File: src/rtl/alarm_pkg.sv
// Shared definitions for the alarm clock setting controller: mode encoding,
// field widths/limits and the modulo step helper used for every field.
package alarm_pkg;

    localparam int HR_W  = 5;
    localparam int MIN_W = 6;

    localparam logic [HR_W-1:0]  HR_MAX  = 5'd23;
    localparam logic [MIN_W-1:0] MIN_MAX = 6'd59;

    typedef enum logic [2:0] {
        RUN     = 3'd0,
        SET_HR  = 3'd1,
        SET_MIN = 3'd2,
        ALM_HR  = 3'd3,
        ALM_MIN = 3'd4
    } mode_e;

    // One step up or down with wrap; hour fields are passed zero-extended.
    function automatic logic [MIN_W-1:0] step_wrap(
        input logic [MIN_W-1:0] val,
        input logic [MIN_W-1:0] max_val,
        input logic             up
    );
        if (up)
            return (val >= max_val) ? '0 : val + 1'b1;
        else
            return (val == '0) ? max_val : val - 1'b1;
    endfunction

endpackage

File: src/rtl/btn_pulse.sv
// Converts a synchronized button level into a registered single-cycle press
// event; a level already high when reset releases is not treated as a press.
module btn_pulse (
    input  logic clk,
    input  logic rst,
    input  logic level,
    output logic pulse
);

    logic hist_reg;
    logic armed_reg;
    logic pulse_reg;

    // armed_reg suppresses the first sample so a button held through reset is ignored.
    always_ff @(posedge clk or negedge rst) begin
        if (!rst) begin
            hist_reg  <= 1'b0;
            armed_reg <= 1'b0;
            pulse_reg <= 1'b0;
        end else begin
            hist_reg  <= level;
            armed_reg <= 1'b1;
            pulse_reg <= armed_reg & level & ~hist_reg;
        end
    end

    assign pulse = pulse_reg;

endmodule

File: src/rtl/alarm_set_ctrl.sv
// Alarm clock user-setting controller: button events drive the time/alarm set
// FSM. Optional auto-repeat on held UP/DOWN is enabled by defining AUTO_REPEAT_EN.
module alarm_set_ctrl
    import alarm_pkg::*;
#(
    parameter int TIMEOUT_CYC = 30_000_000,
    parameter int HOLD_CYC    = 10_000_000,
    parameter int REPEAT_CYC  = 2_500_000
) (
    input  logic             clk,
    input  logic             rst,
    input  logic             btn_mode,
    input  logic             btn_up,
    input  logic             btn_down,
    input  logic [HR_W-1:0]  cur_hr,
    input  logic [MIN_W-1:0] cur_min,
    output logic [2:0]       mode,
    output logic             blink_hr,
    output logic             blink_min,
    output logic [HR_W-1:0]  set_hr,
    output logic [MIN_W-1:0] set_min,
    output logic             time_load,
    output logic [HR_W-1:0]  alm_hr,
    output logic [MIN_W-1:0] alm_min
);

    localparam int IDLE_W = $clog2(TIMEOUT_CYC + 1);

    logic [2:0] btn_level;
    logic [2:0] btn_evt;

    assign btn_level = {btn_down, btn_up, btn_mode};

    genvar gi;
    generate
        for (gi = 0; gi < 3; gi++) begin : g_btn
            btn_pulse u_pulse (
                .clk   (clk),
                .rst   (rst),
                .level (btn_level[gi]),
                .pulse (btn_evt[gi])
            );
        end
    endgenerate

    logic evt_mode;
    logic rep_up;
    logic rep_down;

    assign evt_mode = btn_evt[0];

`ifdef AUTO_REPEAT_EN
    localparam int REP_MAX = (HOLD_CYC > REPEAT_CYC) ? HOLD_CYC : REPEAT_CYC;
    localparam int REP_W   = $clog2(REP_MAX + 1);

    logic [REP_W-1:0] rep_cnt_reg;
    logic             rep_phase_reg;
    logic             held_up;
    logic             held_down;
    logic             rep_hit;

    assign held_up   = btn_up & ~btn_down;
    assign held_down = btn_down & ~btn_up;

    // rep_cnt_reg equals cycles elapsed since the press (or last repeat); zero means idle.
    assign rep_hit = (held_up | held_down) && (rep_cnt_reg != '0) &&
                     (rep_cnt_reg == (rep_phase_reg ? REP_W'(REPEAT_CYC) : REP_W'(HOLD_CYC)));

    always_ff @(posedge clk or negedge rst) begin
        if (!rst) begin
            rep_cnt_reg   <= '0;
            rep_phase_reg <= 1'b0;
        end else if (evt_mode || !(held_up || held_down)) begin
            rep_cnt_reg   <= '0;
            rep_phase_reg <= 1'b0;
        end else if (btn_evt[1] || btn_evt[2]) begin
            rep_cnt_reg   <= REP_W'(1);
            rep_phase_reg <= 1'b0;
        end else if (rep_hit) begin
            rep_cnt_reg   <= REP_W'(1);
            rep_phase_reg <= 1'b1;
        end else if (rep_cnt_reg != '0) begin
            rep_cnt_reg   <= rep_cnt_reg + 1'b1;
        end
    end

    assign rep_up   = rep_hit & held_up;
    assign rep_down = rep_hit & held_down;
`else
    assign rep_up   = 1'b0;
    assign rep_down = 1'b0;
`endif

    logic step_up;
    logic step_down;
    logic step_any;
    logic any_evt;

    assign step_up   = btn_evt[1] | rep_up;
    assign step_down = btn_evt[2] | rep_down;
    assign step_any  = (step_up ^ step_down) & ~evt_mode;
    assign any_evt   = evt_mode | step_up | step_down;

    mode_e             state_reg;
    logic [HR_W-1:0]   set_hr_reg;
    logic [MIN_W-1:0]  set_min_reg;
    logic [HR_W-1:0]   alm_hr_reg;
    logic [MIN_W-1:0]  alm_min_reg;
    logic              time_load_reg;
    logic              blink_hr_reg;
    logic              blink_min_reg;
    logic [IDLE_W-1:0] idle_cnt_reg;

    logic [MIN_W-1:0] set_hr_next;
    logic [MIN_W-1:0] set_min_next;
    logic [MIN_W-1:0] alm_hr_next;
    logic [MIN_W-1:0] alm_min_next;
    logic             timeout;

    assign set_hr_next  = step_wrap({1'b0, set_hr_reg}, {1'b0, HR_MAX}, step_up);
    assign set_min_next = step_wrap(set_min_reg, MIN_MAX, step_up);
    assign alm_hr_next  = step_wrap({1'b0, alm_hr_reg}, {1'b0, HR_MAX}, step_up);
    assign alm_min_next = step_wrap(alm_min_reg, MIN_MAX, step_up);

    assign timeout = (state_reg != RUN) && !any_evt &&
                     (idle_cnt_reg == IDLE_W'(TIMEOUT_CYC - 1));

    always_ff @(posedge clk or negedge rst) begin
        if (!rst) begin
            state_reg     <= RUN;
            set_hr_reg    <= '0;
            set_min_reg   <= '0;
            alm_hr_reg    <= '0;
            alm_min_reg   <= '0;
            time_load_reg <= 1'b0;
            blink_hr_reg  <= 1'b0;
            blink_min_reg <= 1'b0;
            idle_cnt_reg  <= '0;
        end else begin
            time_load_reg <= 1'b0;

            if (state_reg == RUN || any_evt || timeout)
                idle_cnt_reg <= '0;
            else
                idle_cnt_reg <= idle_cnt_reg + 1'b1;

            if (evt_mode) begin
                case (state_reg)
                    RUN: begin
                        state_reg     <= SET_HR;
                        set_hr_reg    <= cur_hr;
                        set_min_reg   <= cur_min;
                        blink_hr_reg  <= 1'b1;
                        blink_min_reg <= 1'b0;
                    end
                    SET_HR: begin
                        state_reg     <= SET_MIN;
                        blink_hr_reg  <= 1'b0;
                        blink_min_reg <= 1'b1;
                    end
                    SET_MIN: begin
                        state_reg     <= ALM_HR;
                        time_load_reg <= 1'b1;
                        blink_hr_reg  <= 1'b1;
                        blink_min_reg <= 1'b0;
                    end
                    ALM_HR: begin
                        state_reg     <= ALM_MIN;
                        blink_hr_reg  <= 1'b0;
                        blink_min_reg <= 1'b1;
                    end
                    default: begin
                        state_reg     <= RUN;
                        blink_hr_reg  <= 1'b0;
                        blink_min_reg <= 1'b0;
                    end
                endcase
            end else if (timeout) begin
                // Abandoned edit: time edits are dropped, alarm edits stay.
                state_reg     <= RUN;
                blink_hr_reg  <= 1'b0;
                blink_min_reg <= 1'b0;
            end else if (step_any) begin
                case (state_reg)
                    SET_HR:  set_hr_reg  <= set_hr_next[HR_W-1:0];
                    SET_MIN: set_min_reg <= set_min_next;
                    ALM_HR:  alm_hr_reg  <= alm_hr_next[HR_W-1:0];
                    ALM_MIN: alm_min_reg <= alm_min_next;
                    default: ;
                endcase
            end
        end
    end

    assign mode      = state_reg;
    assign blink_hr  = blink_hr_reg;
    assign blink_min = blink_min_reg;
    assign set_hr    = set_hr_reg;
    assign set_min   = set_min_reg;
    assign time_load = time_load_reg;
    assign alm_hr    = alm_hr_reg;
    assign alm_min   = alm_min_reg;

endmodule
File: config.mk
export PLATFORM = sky130hd
export DESIGN_NAME = alarm_set_ctrl
export DESIGN_NICKNAME = d
export VERILOG_FILES = /design/src/rtl/alarm_pkg.sv /design/src/rtl/btn_pulse.sv /design/src/rtl/alarm_set_ctrl.sv
export SDC_FILE = /design/constraint.sdc
export NUM_CORES = 1
export LEC_CHECK = 0
export ABC_AREA = 1
export CORE_UTILIZATION = 35
export DETAILED_ROUTE_END_ITERATION = 8
export SYNTH_ARGS = -nofsm -noshare
export SYNTH_HDL_FRONTEND = slang
export SYNTH_SLANG_ARGS = --single-unit
File: constraint.sdc
create_clock -name clk -period 1.45 [get_ports clk]
set_input_delay 0.29 -clock clk [delete_from_list [all_inputs] [get_ports clk]]
set_output_delay 0.29 -clock clk [all_outputs]
set_load 0.01 [all_outputs]
After elaboration in Yosys (flattened, before gate mapping):

Index checks and enable logic that the tools add are counted.

* bits in registers: 60
* input bits: 16
* output and inout bits: 28
* logic and storage cells: 105

* add/sub/neg operators: 9
* $lt $le $gt $ge: 4
* equality and inequality tests: 7
* muxes and demuxes: 33
* bitwise logic cells: 15
* reduce and logical (&&, ||, !) cells: 21

Operator list (count)
* 6-bit two-way mux: 11
* 5-bit two-way mux: 11
* 25-bit by 1-bit adder with 25-bit output, second input constant: 1
* 25-bit equality test, second input constant: 1
* 25-bit two-way mux: 1
* 4-bit AND reduction: 4
* 6-bit by 1-bit adder with 6-bit output, second input constant: 2
* 6-bit greater-or-equal comparator, second input constant: 2
* 6-bit logical NOT: 2
* 3-bit one-hot mux with 4 select lines: 1
* 6-bit by 1-bit subtractor with 6-bit output, second input constant: 2
* 5-bit by 1-bit adder with 5-bit output, second input constant: 2
* 5-bit greater-or-equal comparator, second input constant: 2
* 5-bit logical NOT: 2
* 5-bit by 1-bit subtractor with 5-bit output, second input constant: 2
* 2-bit nonzero test: 4
* 1-bit AND: 7
* 1-bit two-way mux: 7
* 3-bit by 2-bit equality test with 1-bit output, second input constant: 2
* 3-bit two-way mux: 2
* 1-bit inverter: 5
* 2-bit OR reduction: 2
* 3-bit by 1-bit equality test with 1-bit output, second input constant: 1
* 3-bit equality test, second input constant: 1
* 9 further kinds: 12

Depth between registers and ports, before layout:

Gate-level depths: netlist of run 1.

* depth in word-level cells: 7
* depth in mapped cells: 12
* gate-level depth less buffers: 12

Modules after synthesis:

From an unflattened synthesis of run 1, not the netlist that was laid out.

* cells, all modules: 538
* area total of the unflattened synthesis: 3926.3 µm²

By module, submodules not included
* alarm_set_ctrl: instances 1, cells an instance 520, area an instance 3659.8 µm², sequential area each 1301.2 µm²
* btn_pulse: instances 3, cells an instance 6, area an instance 88.8 µm², sequential area each 75.1 µm²

Worst setup path before layout of run 1:

OpenSTA, ideal clock, no wires.

* kind: flip-flop to flip-flop
* from: register set_hr_reg[0] (netlist: set_hr[0])
* to: register set_hr_reg[2] (netlist: set_hr[2])
* library setup time: 117 ps
* data arrival time: 1424 ps
* data required time: 1333 ps
* setup slack: -90 ps
* stages on the path, launching flop included: 10
* buffers on the path: 0
* clock period less this slack: 1540 ps
* path through: dfrtp_1 > inv_1 > ha_1 > or2_2 > nand3_1 > nand2_1 > a21oi_1 > nor2_1 > nand3_1 > nand2_1

* word-level cells in the longest chain between the ends: 7
* elaborated cells between the ends (all ways): 11
* classes of those cells: add/sub (2); order compare (1); mux (7); reduce/logical (1)

Ends and longest elaborated chain
* start: declaration: line alarm_set_ctrl.sv:105 `logic [HR_W-1:0] set_hr_reg;`
* start signal: assignment: line alarm_set_ctrl.sv:151 `set_hr_reg <= cur_hr;`
* start signal: assignment: line alarm_set_ctrl.sv:185 `SET_HR: set_hr_reg <= set_hr_next[HR_W-1:0];`
* 5-bit by 1-bit subtractor with 5-bit output, or another cell as far along: line alarm_pkg.sv:28 `return (val == '0) ? max_val : val - 1'b1;`
* 5-bit two-way mux, on equally long branches: line alarm_pkg.sv:28, alarm_pkg.sv:26
* 5-bit two-way mux (*): line alarm_pkg.sv:25 `if (up)`
* 5-bit two-way mux (*): line alarm_set_ctrl.sv:184 `case (state_reg)`
* 5-bit two-way mux (*): line alarm_set_ctrl.sv:183 `end else if (step_any) begin`
* 5-bit two-way mux (*): line alarm_set_ctrl.sv:178 `end else if (timeout) begin`
* 5-bit two-way mux (*): line alarm_set_ctrl.sv:147 `if (evt_mode) begin`

Mark *: on every way between the ends. The rest lies on a longest branch, timed or not. The select of a mux whose other input is x is not followed.
A chain may end at the register's enable or synchronous reset.

Worst setup path in the final report of run 1:

* from: register idle_cnt_reg[0]
* to: register idle_cnt_reg[9]

* word-level cells in the longest chain between the ends: 4
* elaborated cells between the ends (all ways): 5
* classes of those cells: add/sub (1); eq/ne (1); mux (1); reduce/logical (2)

Ends and longest elaborated chain
* start: declaration: line alarm_set_ctrl.sv:112 `logic [IDLE_W-1:0] idle_cnt_reg;`
* start signal: assignment: line alarm_set_ctrl.sv:145 `idle_cnt_reg <= idle_cnt_reg + 1'b1;`
* branches (longest 3 deep; another with 25-bit by 1-bit adder with 25-bit output)
* 25-bit two-way mux (*): line alarm_set_ctrl.sv:142 `if (state_reg == RUN || any_evt || timeout)`

Every way passes the cells marked *.

==> impl_metrics.py, run 1 <==
metrics = {
    "run_status": {
        "status": "complete, but fails checks",
        "failed_checks": "setup timing",
    },
    "drt": {
        "drt_wl_total_mm": 11.29,
        "drc": 0,
        "drt_iter0_drc": 189,
        "viasPerCell": 4.910,
        "ant_nets": 0,
        "avgRoutedWirePerCell_microns": 13.58,
        "dr.pass1.iters": 4,
        "vias": 4080,
    },
    "die": {
        "start_util_pct": 35.84,
        "dieArea_sq_um": 11530,
        "ios": 44,
        "rows": 38,
        "die_h_microns": 107.4,
        "die_w_microns": 107.4,
        "core_area_sq_um": 10840,
    },
    "clock_tree": {
        "cts-root-buf": "clkbuf_8",
        "cts_tree": "built",
        "htree_levels": 3,
        "numCtsBuffers": 9,
        "clk_pin_slew_ps": 70,
        "clkSinkCount": 59,
        "clockBufferDepth": 2,
        "insertion_delay_ps": 350,
    },
    "power": {
        "power.density_nw_per_um2": 1608,
        "post-layout-total-power_mw": 9.650,
        "p_leak_nw": 2.742,
        "vdd_drop_max_v": 0.0009512,
    },
    "placed_design": {
        "dp_hpwl_mm": 7.637,
        "gp_congestion": 0.9176,
        "place_area_sq_um": 5006,
        "portBuffers": 43,
    },
    "critical_path": {
        "required_ps": 1690,
        "crit_arrival_ps": 1820,
        "worst-path-max-fanout": 5,
        "cp-end-kind": "flip-flop",
        "critPathKind": "flip-flop to flip-flop",
        "start_kind": "flip-flop",
    },
    "timing": {
        "fmax_ghz": 0.6314,
        "rsz0062_at_grt": "yes",
        "fin_worst_skew_ps": 12.34,
        "fin_crit_ps": 1584,
        "layout_setup_ws_ps": -133.8,
        "setup_viol": 36,
        "hold_violations": 0,
        "fin_crit_sh_pct": 109.2,
        "slew_violations": 0,
    },
    "global_route": {
        "grt_pass1_vias": 3950,
        "grt_max_degree": 60,
        "grt_pass1_wl_mm": 18.35,
        "grt_use_total_pct": 20.35,
        "grt_overflow": 0,
        "antenna_found_initial": 0,
    },
    "layout": {
        "syn2layout_area_growth_pct": 54.46,
        "nets": 713,
        "diodes": 0,
        "fill_cells": 970,
        "largest_reg_flops": 25,
        "final_util_pct": 55.36,
        "final_cell_area_sq_um": 6001,
        "drive_above_1_share_pct": 36.90,
    },
    "synthesis": {
        "synth_area_leader_cell": "dfrtp_1",
        "synthDistinctLibCells": 38,
        "synth-seq-area-share_pct": 38.00,
        "yosys_register_bits": 59,
        "yosysWarnings": 0,
        "yosys.area.top_type_share_pct": 38.00,
        "synth_area_leaders": "dfrtp_1 (38%), nand2_1 (14%), nor2_1 (8.0%)",
        "syn-mean-instance-area_sq_um": 7.208,
        "syn_area_sq_um": 3885,
        "syn_nets": 566,
        "syn_inst": 539,
    },
    "worst_hold_path": {
        "hp-class": "flip-flop to flip-flop",
    },
    "flow_run": {
        "drv_cap": 0,
    },
}
==> stage by stage <==
stage	std cells	TNS, ps	hold WS [ps]	setup WS [ps]
6_report	831	-2469	388.1	-133.8
5_1_grt	831	-6625	405.1	-239.6
4_1_cts	821	-1916	392.6	-126.7
3_5_place_dp	783	-2338	316.9	-93.13
3_3_place_gp	783	-1158	320.7	-87.41
2_1_floorplan	539	-893.2	-5.591	-44.28
==> layout by cell type, fill, tap and decap left out, types with 6 or more instances in the layout <==
master           instances
dfrtp_1                 49
nand3_1                 44
nor2_2                  22
clkbuf_8                 9
nor2_1                  49
clkdlybuf4s50_1         14
nand2_4                  6
o21ai_0                 10
nor3_1                   6
inv_1                   40
dlygate4sd2_1           18
buf_4                   87
nand4_1                 13
nor2_4                  17
nand3_2                  6
xor2_1                  10
buf_6                   14
xnor2_1                  7
ha_4                     6
o21ai_1                 11
nand2_2                 13
nor3_2                   7
nand2_1                132
inv_2                    7
a21oi_1                  8
dfrtp_2                 10
==> path summary, 6_finish.rpt <==
path / start / endpoint / slack (ps) / cells after the start
max in group asynchronous: rst / set_hr[0] / 680 / 3
min reg2reg: g_btn[1].u_pulse.hist_reg / g_btn[1].u_pulse.pulse / 390 / 1
max reg2reg: idle_cnt_reg[0] / idle_cnt_reg[9] / -130 / 10
min in group asynchronous: rst / alm_hr[2] / 470 / 3
max: idle_cnt_reg[0] / idle_cnt_reg[9] / -130 / 10
min: g_btn[1].u_pulse.hist_reg / g_btn[1].u_pulse.pulse / 390 / 1
==> cell type report <==
class                      count  area, sq um  share of cell area (%)
tap                          140        175.2                   2.919
sequential                    59         1489                   24.81
multi-input combinational    414         2577                   42.95
clock buffer                  10        127.6                   2.127
timing repair buffer         149         1311                   21.85
inverter                      53        231.5                   3.857
clock inverter                 6        88.84                   1.480
==> cells by family (layout without fill, tap and decap cells) <==
logic type / after synthesis / after routing / share of synthesized area (%)
simple gates: 331 / 331 / 38.94
buf+inv: 66 / 218 / 7.182
flops: 59 / 59 / 38.00
compound gates: 52 / 52 / 7.955
xor+xnor: 19 / 19 / 4.283
fa+ha+maj: 11 / 11 / 3.543
other cells: 1 / 1 / 0.09653
==> routing by layer <==
metal | global-route usage [%] | wire [microns] | vias up
li1 | - | - | 2044
met1 | 24.64 | 4869 | 1926
met2 | 35.67 | 5848 | 92
met3 | 4.298 | 335 | 18
met4 | 6.947 | 231 | 0
met5 | 0 | 0 | -
==> cell usage after synthesis <==
cell	count
inv_4	1
o31ai_1	1
nor4_4	1
xor2_1	11
nand2_1	144
nor2_2	2
o22ai_1	2
a211oi_1	2
buf_6	1
nand3b_1	2
nor2_8	1
nor2_1	83
nor3b_1	2
inv_2	3
a21oi_2	1
conb_1	1
dfrtp_1	59
nand2_4	3
a31oi_1	5
or2_2	5
clkbuf_1	3
o31ai_4	1
o211ai_1	5
o21ai_0	23
nand3_2	3
nor2_4	3
nand3_1	48
nor4_1	1
nand2_2	4
nor3_2	3
nor3_1	13
inv_1	49
ha_1	11
a21oi_1	12
buf_2	5
xnor2_1	8
buf_4	4
nand4_1	13
==> power by group <==
group / total, mW / switching, mW / leakage (nW) / internal [mW]
Sequential: 2.35 / 0.325 / 0.763 / 2.02
Clock: 1.67 / 0.700 / 0.103 / 0.970
Combinational: 5.63 / 2.97 / 1.88 / 2.66
==> what timing repair did <==
action | 4_1_cts | 5_1_grt
gates resized for setup | 112 | 101
pin swaps | 14 | 36
hold buffers | 1 | 0
endpoints found under the hold margin | 59 | 0
setup buffers | 19 | 10
setup endpoints to repair | 68 | 57
gates cloned | 2 | 1
==> critical path: stages (launching register included) <==
cell and delay [ps]:
dfrtp_1 360, ha_2 190, nand2_2 70, nor2_4 130, nand3_2 110, nor2_4 120, nand2_2 80, nand2_4 150
buf_12 140, buf_6 90, nor2_2 30
(Power assumes the default switching activity.)
==> run 2, diff against run 1 <==
==> constraint.sdc (replaced) <==
create_clock -name clk -period 1.3 [get_ports clk]
set_input_delay 0.26 -clock clk [delete_from_list [all_inputs] [get_ports clk]]
set_output_delay 0.26 -clock clk [all_outputs]
set_load 0.01 [all_outputs]
==> impl_metrics.py, run 2 (synthesis gave the netlist of run 1 again) <==
metrics = {
    "global_route": {
        "antenna_found_initial": 0,
        "grt_use_total_pct": 21.06,
        "grt_max_degree": 60,
        "grt_pass1_vias": 4239,
        "grt_pass1_wl_mm": 19.13,
        "grt_overflow": 0,
    },
    "flow_run": {
        "drv_cap": 0,
    },
    "layout": {
        "drive_above_1_share_pct": 41.85,
        "mostFrequentLayoutCells": "buf_4 (127), nand2_1 (123), nor2_1 (64)",
        "fill_cells": 969,
        "diodes": 0,
        "final_common_cell": "buf_4",
        "nets": 758,
        "syn2layout_area_growth_pct": 61.35,
        "largest_reg_flops": 25,
        "instances_no_fill": 876,
    },
    "critical_path": {
        "cp_common_cell": "buf_4",
        "cp-end-kind": "flip-flop",
        "path_cells": "nand2_2 > nor2_1 > nand2_1 > nor2_2 > buf_4 > nand3_4 > nand2_4 > buf_4 > buf_6 > o22ai_2",
        "start_kind": "flip-flop",
        "required_ps": 1530,
        "slowest_delay_ps": 400,
        "worst-path-max-fanout": 3,
        "crit_arrival_ps": 1720,
        "slowest_stage": "dfrtp_1",
        "critPathKind": "flip-flop to flip-flop",
    },
    "power": {
        "vdd_drop_max_v": 0.001185,
        "p_leak_nw": 2.900,
        "power.density_nw_per_um2": 1794,
    },
    "die": {
        "dieArea_sq_um": 11530,
        "start_util_pct": 35.84,
        "die_w_microns": 107.4,
        "core_area_sq_um": 10840,
        "ios": 44,
        "die_h_microns": 107.4,
        "rows": 38,
    },
    "timing": {
        "setup_viol": 50,
        "fin_worst_skew_ps": 13.86,
        "layout_setup_ws_ps": -188.6,
        "rsz0062_at_grt": "yes",
        "fmax_ghz": 0.6718,
        "fin_crit_ps": 1489,
        "hold_violations": 0,
        "fin_crit_sh_pct": 114.5,
        "slew_violations": 0,
    },
    "clock_tree": {
        "clockBufferDepth": 2,
        "htree_levels": 3,
        "cts_tree": "built",
        "cts-root-buf": "clkbuf_8",
        "clk_pin_slew_ps": 80,
        "numCtsBuffers": 9,
        "insertion_delay_ps": 340,
        "clkSinkCount": 59,
    },
    "drt": {
        "vias": 4307,
        "drc": 0,
        "viasPerCell": 4.917,
        "drt_iter0_drc": 180,
        "drt_wl_total_mm": 11.85,
        "dr.pass1.iters": 5,
        "ant_nets": 0,
        "avgRoutedWirePerCell_microns": 13.53,
    },
    "placed_design": {
        "dp_hpwl_mm": 7.821,
        "portBuffers": 43,
        "gp_congestion": 0.8630,
        "place_ws_ps": -249.6,
        "place_inst": 819,
    },
    "run_status": {
        "failed_checks": "setup timing",
        "status": "complete, but fails checks",
    },
    "worst_hold_path": {
        "hp-class": "primary input to flip-flop",
    },
}
==> run 2: changes by cell type in the layout (fill, tap and decap cells not counted), sizes merged <==
cell,delta
buf,+49
dlygate4sd2,-17
clkdlybuf4s15,+11
clkbuf,+2
bufinv,+1
clkinv,+1
clkinvlp,-1
inv,-1
==> run 2: layout make-up <==
type,instances,area (sq um),area share (%)
clock buffers,11,141.4,2.255
clock inverters,5,100.1,1.597
inverters,53,214.0,3.413
multi-input cells,414,2514,40.10
flip-flops and latches,59,1489,23.75
well taps,140,175.2,2.794
repair buffers,193,1628,25.97
repair inverters,1,7.507,0.1198
==> run 2: what timing repair did <==
action,4_1_cts,5_1_grt
setup endpoints to repair,78,68
endpoints found under the hold margin,59,0
gates resized for setup,142,79
pin swaps,30,30
cloned,2,0
hold buffers,1,0
buffers inserted,31,13
==> run 2: per-layer routing <==
metal	part of all wire [%]	global-route usage, %	wire, microns
met3	5.2	4.298	622
met1	42	24.78	4951
met2	51	37.47	6033
met5	0	0	0
met4	2.0	8.121	242
==> run 2: final timing paths <==
check | endpoint | start | cells after the start | slack (ps)
setup / recovery | mode[2] | idle_cnt_reg[8] | 10 | -190
min in group asynchronous | alm_hr[2] | rst | 3 | 450
hold / removal | g_btn[1].u_pulse.hist_reg | btn_up | 1 | 380
hold reg to reg | g_btn[2].u_pulse.pulse | g_btn[2].u_pulse.hist_reg | 1 | 390
max in group asynchronous | set_hr[3] | rst | 3 | 540
setup reg to reg | mode[2] | idle_cnt_reg[8] | 10 | -190
==> run 2: critical path, delay by kind of cell (launching register included) <==
kind	cells	cell delay (ps)
and+or+nand+nor	6	590
DFF	1	400
buffers and inverters	3	350
AOI/OAI and AO/OA	1	50
==> run 2: through the flow <==
step	instance area (sq um)	util [%]	power, mW	hold WS [ps]	setup TNS [ps]
after CTS	6001	55.36	10.58	362.0	-6411
after floorplan	3929	-	5.378	-35.59	-5591
after global routing	6269	57.83	12.04	359.9	-11830
final	6269	57.83	11.25	380.9	-7103
after global placement	5293	48.82	7.662	292.4	-5534
after detailed placement	5293	48.82	7.763	294.1	-6832
==> run 2: power breakdown <==
group	total, mW	leakage [nW]	internal [mW]	switching, mW
clock	2.13	0.123	1.32	0.811
sequential	2.59	0.763	2.26	0.335
combinational	6.52	2.01	3.22	3.30
total	11.2	2.90	6.80	4.44
